File: src/rtl/seq_divider_16b_pkg.sv
// Shared constants and types for the sequential divider.
//   DIV_WIDTH   : default operand / quotient / remainder width
//   CLA_GRP     : bit width of one carry-lookahead group
//   div_state_e : divider FSM states
package seq_divider_16b_pkg;

  localparam int DIV_WIDTH = 16;
  localparam int CLA_GRP   = 4;

  typedef enum logic [1:0] {
    IDLE = 2'd0,
    CALC = 2'd1,
    DONE = 2'd2
  } div_state_e;

endpackage

File: src/rtl/seq_divider_16b_cla.sv
// Carry-lookahead adder built from 4-bit lookahead groups. Each group
// computes its internal carries in two-level form and exports a group
// generate/propagate pair that forms the inter-group carry.
// Ports:
//   a_i, b_i : addends (WIDTH bits)
//   cin_i    : carry in
//   sum_o    : a_i + b_i + cin_i (low WIDTH bits)
//   cout_o   : carry out of the top bit
module cla_16b
  import seq_divider_16b_pkg::*;
#(
  parameter int WIDTH = DIV_WIDTH
) (
  input  logic [WIDTH-1:0] a_i,
  input  logic [WIDTH-1:0] b_i,
  input  logic             cin_i,
  output logic [WIDTH-1:0] sum_o,
  output logic             cout_o
);

  localparam int NGRP = WIDTH / CLA_GRP;

  logic [NGRP:0] grp_c;

  assign grp_c[0] = cin_i;
  assign cout_o   = grp_c[NGRP];

  for (genvar gi = 0; gi < NGRP; gi++) begin : g_grp
    logic [CLA_GRP-1:0] p;
    logic [CLA_GRP-1:0] g;
    logic [CLA_GRP-1:0] c;
    logic               grp_g;
    logic               grp_p;

    assign p = a_i[gi*CLA_GRP +: CLA_GRP] ^ b_i[gi*CLA_GRP +: CLA_GRP];
    assign g = a_i[gi*CLA_GRP +: CLA_GRP] & b_i[gi*CLA_GRP +: CLA_GRP];

    assign c[0] = grp_c[gi];
    assign c[1] = g[0] | (p[0] & c[0]);
    assign c[2] = g[1] | (p[1] & g[0]) | (p[1] & p[0] & c[0]);
    assign c[3] = g[2] | (p[2] & g[1]) | (p[2] & p[1] & g[0])
                | (p[2] & p[1] & p[0] & c[0]);

    assign grp_g = g[3] | (p[3] & g[2]) | (p[3] & p[2] & g[1])
                 | (p[3] & p[2] & p[1] & g[0]);
    assign grp_p = &p;

    assign grp_c[gi+1] = grp_g | (grp_p & c[0]);
    assign sum_o[gi*CLA_GRP +: CLA_GRP] = p ^ c;
  end

endmodule

File: src/rtl/seq_divider_16b.sv
// Unsigned iterative restoring divider, one quotient bit per cycle.
// The trial subtraction R' - divisor runs through the CLA as
// R'[WIDTH-1:0] + ~divisor + 1; bit WIDTH of R' is folded into the
// borrow decision here.
// Ports:
//   clk, rst_n            : clock, asynchronous active-low reset
//   in_valid / in_ready   : operand handshake (operands sampled at accept)
//   dividend, divisor     : unsigned operands
//   out_valid / out_ready : result handshake
//   quotient, remainder   : result, held stable while out_valid is high
//   div_by_zero           : result came from a zero divisor
module seq_divider_16b
  import seq_divider_16b_pkg::*;
#(
  parameter int WIDTH = DIV_WIDTH
) (
  input  logic             clk,
  input  logic             rst_n,
  input  logic             in_valid,
  output logic             in_ready,
  input  logic [WIDTH-1:0] dividend,
  input  logic [WIDTH-1:0] divisor,
  output logic             out_valid,
  input  logic             out_ready,
  output logic [WIDTH-1:0] quotient,
  output logic [WIDTH-1:0] remainder,
  output logic             div_by_zero
);

  localparam int CNT_W = $clog2(WIDTH);

  if (WIDTH % CLA_GRP != 0) begin : g_width_check
    $error("seq_divider_16b: WIDTH must be a multiple of the CLA group size");
  end

  div_state_e       state_q;
  logic [WIDTH-1:0] q_q;
  logic [WIDTH-1:0] q_d;
  // Only the low WIDTH bits of the partial remainder are stored: after a
  // completed step the remainder is always below the divisor, so bit WIDTH
  // is zero. The extra bit exists only in the shifted value r_shift.
  logic [WIDTH-1:0] r_q;
  logic [WIDTH-1:0] r_d;
  logic [WIDTH-1:0] dvsr_q;
  logic [CNT_W-1:0] cnt_q;
  logic             dbz_q;
  logic             in_ready_q;
  logic             out_valid_q;

  logic [WIDTH:0]   r_shift;
  logic [WIDTH-1:0] diff;
  logic             carry;
  logic             no_borrow;

  cla_16b #(
    .WIDTH (WIDTH)
  ) u_cla (
    .a_i    (r_shift[WIDTH-1:0]),
    .b_i    (~dvsr_q),
    .cin_i  (1'b1),
    .sum_o  (diff),
    .cout_o (carry)
  );

  always_comb begin
    r_shift   = {r_q, q_q[WIDTH-1]};
    // A set top bit of R' already exceeds any WIDTH-bit divisor.
    no_borrow = carry | r_shift[WIDTH];
    r_d       = no_borrow ? diff : r_shift[WIDTH-1:0];
    q_d       = {q_q[WIDTH-2:0], no_borrow};
  end

  always_ff @(posedge clk or negedge rst_n) begin
    if (!rst_n) begin
      state_q     <= IDLE;
      q_q         <= '0;
      r_q         <= '0;
      dvsr_q      <= '0;
      cnt_q       <= '0;
      dbz_q       <= 1'b0;
      in_ready_q  <= 1'b1;
      out_valid_q <= 1'b0;
    end else begin
      case (state_q)
        IDLE: begin
          if (in_valid) begin
            dvsr_q     <= divisor;
            cnt_q      <= CNT_W'(WIDTH - 1);
            dbz_q      <= (divisor == '0);
            in_ready_q <= 1'b0;
            if (divisor == '0) begin
              // Zero divisor: publish the all-ones / dividend result at once.
              q_q         <= '1;
              r_q         <= dividend;
              out_valid_q <= 1'b1;
              state_q     <= DONE;
            end else begin
              q_q     <= dividend;
              r_q     <= '0;
              state_q <= CALC;
            end
          end
        end
        CALC: begin
          q_q <= q_d;
          r_q <= r_d;
          if (cnt_q == '0) begin
            out_valid_q <= 1'b1;
            state_q     <= DONE;
          end else begin
            cnt_q <= cnt_q - 1'b1;
          end
        end
        DONE: begin
          if (out_ready) begin
            out_valid_q <= 1'b0;
            in_ready_q  <= 1'b1;
            state_q     <= IDLE;
          end
        end
        default: begin
          out_valid_q <= 1'b0;
          in_ready_q  <= 1'b1;
          state_q     <= IDLE;
        end
      endcase
    end
  end

  assign in_ready    = in_ready_q;
  assign out_valid   = out_valid_q;
  assign quotient    = q_q;
  assign remainder   = r_q;
  assign div_by_zero = dbz_q;

endmodule
File: config.mk
export PLATFORM = sky130hd
export DESIGN_NAME = seq_divider_16b
export DESIGN_NICKNAME = d
export VERILOG_FILES = /design/src/rtl/seq_divider_16b_pkg.sv /design/src/rtl/seq_divider_16b_cla.sv /design/src/rtl/seq_divider_16b.sv
export SDC_FILE = /design/constraint.sdc
export NUM_CORES = 1
export LEC_CHECK = 0
export CAP_MARGIN = 10
export CELL_PAD_IN_SITES_DETAIL_PLACEMENT = 0
export CELL_PAD_IN_SITES_GLOBAL_PLACEMENT = 1
export CORE_UTILIZATION = 43
export CTS_BUF_LIST = sky130_fd_sc_hd__clkbuf_4
export CTS_CLUSTER_SIZE = 24
export DETAILED_ROUTE_END_ITERATION = 6
export PLACE_DENSITY = 0.95
export SLEW_MARGIN = 20
export SYNTH_ARGS = -nofsm -noshare
export SYNTH_HDL_FRONTEND = slang
export SYNTH_SLANG_ARGS = --single-unit
export TNS_END_PERCENT = 30
File: constraint.sdc
create_clock -name clk -period 3.7 [get_ports clk]
set_input_delay 0.37 -clock clk [delete_from_list [all_inputs] [get_ports clk]]
set_output_delay 0.37 -clock clk [all_outputs]
set_load 0.1 [all_outputs]
==> reports/metrics.yaml <==
slew_viol_final: 0
fp.dieW_um: 91.8
synth-xor-area-share: 0.0252
hp-class: "input port to async pin"
synth_cell_type_count: 55
fp-row-count: 32
root_buffer: "clkbuf_4"
syn_area_per_cell_um2: 8.85
crit_path_end_kind: "flop"
die-area_um2: 8430
max_stage_delay_ns: 0.43
layout-drive-gt1-share: 0.0652
netlist_area_um2: 3470
synth_top_family_by_area: "compound AO/OA/AOI/OAI gates"
netlist_top_cells_area: "dfrtp_1, ha_1, o21ai_0"
cp_slowest_cell: "dfrtp_1"
synth_top_area_cell: "dfrtp_1"
drtPass1Iterations: 5
synthAdderAreaFrac: 0.0822
ios: 71
crit_fanout: 5
grt_pass1_vias: 3251
grt_overflow_total: 0
muxShareOfSynthArea: 0.00288
cts_tree: "yes"
fmax_ghz: 0.345
die_h_um: 91.8
drv_cap: 0
status: "finished clean"
clkTransAtPathRegs_ns: 0.10
clkLatencyLatePin_ns: 0.42
ys.flop_type: "dfrtp_1"
drt-total-wl_um: 9420
syn-num-nets: 449
cts_max_path_buffers: 2
drtAntennaViolNets: 0
layout_commonest_cell: "clkdlybuf4s50_1"
fin_crit_ns: 2.90
cts_inserted_buffers: 9
start_util: 0.447
crit_start: "quotient[15]"
synthArstFlopShare: 1.00
cts.htree.levels: 3
pre_cts_ws_ns: 0.827
fin_skew_ns: 0.0184
core_area_um2: 7770
fin_setup_tns_ns: 0
synth-simple-area-share: 0.162
rsz0062_at_grt: "false"
timing.final.hold_violations: 0
finalNetCount: 512
fin_crit_sh: 0.783
arrival_ns: 3.20
antenna-diode-count: 0
final_cell_mix: "clkdlybuf4s50_1, dfrtp_1, nand2_1, o21ai_0, inv_1"
final_cells: 562
synth-seq-cells: 57
drc_errors: 0
drt_iter0_markers: 291
synth_top_area_share: 0.404
yosysSeqAreaShare: 0.411
crit_path_cell_trace: "inv_1, ha_1, o21ai_0, a22o_1, o311ai_1, a21o_1, a21o_1, fa_1, xor2_1, a21oi_1, o22ai_1"
gp_congestion: 0.799
max-slew-margin-rel: 0.333
setup_viol: 0
track_usage: 0.241
worstPathRequired_ns: 4.00
syn-instance-count: 392
synth_edf_count: 0
yosys_warnings: 0
dp.cells: 545
via_per_inst: 5.77
grt_max_degree: 36
dpl.hpwl_um: 6870
rr_startpoint: "quotient[15]"
clock_sinks: 57
wl_per_cell_um: 16.8
postCtsSetupBuffers: 0
via_count: 3240
portBuffers: 70
cp_common_cell: "a21o_1"
fin_ws_ns: 0.801
crit_path_start_kind: "flop"
synth_compound_area_frac: 0.250
antenna_found_initial: 0
areaGrowthSynthToFinish_pct: 25.9
tightest_slew_ns: 0.997
grt_pass1_wl_um: 15800
critical_path_class: "flop to flop"
final timing paths:
kind	end	slack, ns	cells after the start
worst max-delay path	remainder[13]	0.80	11
worst min-delay path	cnt_q[0]	0.48	2
worst max register to register	remainder[13]	0.80	11
worst min register to register	out_valid	0.49	1
max in group asynchronous	in_ready	2.33	3
min in group clk	out_valid	0.49	1
logic make-up (layout without fill, tap and decap cells):
kind of cell,after synthesis,count (layout)
simple gates,115,115
xor+xnor,10,10
buf+inv,54,122
flops,57,57
mux,1,1
fa+ha+maj,21,21
compound gates,134,134
registers in the layout, indices dropped and copies added, names as in the netlist:
signal and cells:
out_valid 1, quotient 16, dvsr_q 16, remainder 16, div_by_zero 1, in_ready 1
state_q 2, cnt_q 4
metal layers:
| layer | wire length, µm | global-route usage | vias up |
|---|---|---|---|
| li1 | - | - | 1552 |
| met1 | 3800 | 0.295 | 1560 |
| met2 | 4920 | 0.417 | 109 |
| met3 | 490 | 0.0539 | 19 |
| met4 | 207 | 0.0820 | 0 |
| met5 | 0 | 0 | - |
Yosys cell counts, types with 3 or more instances:
| cell type | instances |
|---|---|
| dfrtp_1 | 56 |
| nand2_1 | 38 |
| o21ai_0 | 34 |
| inv_1 | 27 |
| a21oi_1 | 25 |
| clkbuf_1 | 21 |
| nor2_1 | 21 |
| ha_1 | 18 |
| nor3_1 | 16 |
| a211oi_1 | 12 |
| a31oi_1 | 12 |
| and3_1 | 12 |
| o31ai_1 | 12 |
| nand3_1 | 8 |
| nor4_1 | 7 |
| xnor2_1 | 7 |
| a22oi_1 | 6 |
| o21ai_1 | 5 |
| a21o_1 | 4 |
| a32oi_1 | 3 |
| buf_6 | 3 |
| fa_1 | 3 |
| o22ai_1 | 3 |
| xor2_1 | 3 |
worst max-delay path: cells and delay by family (launching register included):
| kind | cells | cell delay [ns] |
|---|---|---|
| xor gates and xnor gates | 1 | 0.15 |
| AOI/OAI and AO/OA | 7 | 1.45 |
| DFF | 1 | 0.43 |
| adders and majority gates | 2 | 0.68 |
| buffers and inverters | 1 | 0.07 |
metrics by stage:
step / cell area [µm²] / hold WS, ns / util
6_report: 4370 / 0.479 / 0.562
3_3_place_gp: 4230 / 0.378 / 0.545
4_1_cts: 4370 / 0.481 / 0.562
5_1_grt: 4370 / 0.514 / 0.562
3_5_place_dp: 4230 / 0.389 / 0.545
2_1_floorplan: 3470 / 0.0744 / -
final cells by class:
class | instances | area [µm²]
Fill cell | 745 | 3400
Multi-Input combinational cell | 281 | 1820
Clock buffer | 10 | 75.1
Tap cell | 102 | 128
Clock inverter | 6 | 50.0
Timing Repair Buffer | 79 | 766
Inverter | 27 | 101
Sequential cell | 57 | 1430
timing repair:
action / 4_1_cts / 5_1_grt
setup endpoints to repair: 0 / 0
resized for setup: 0 / 0
hold buffers: 1 / 0
endpoints found under the hold margin: 23 / 0
Power is left out: the tool's default activity adds up to more than one toggle a clock period on the data nets, which glitch-free logic cannot reach.
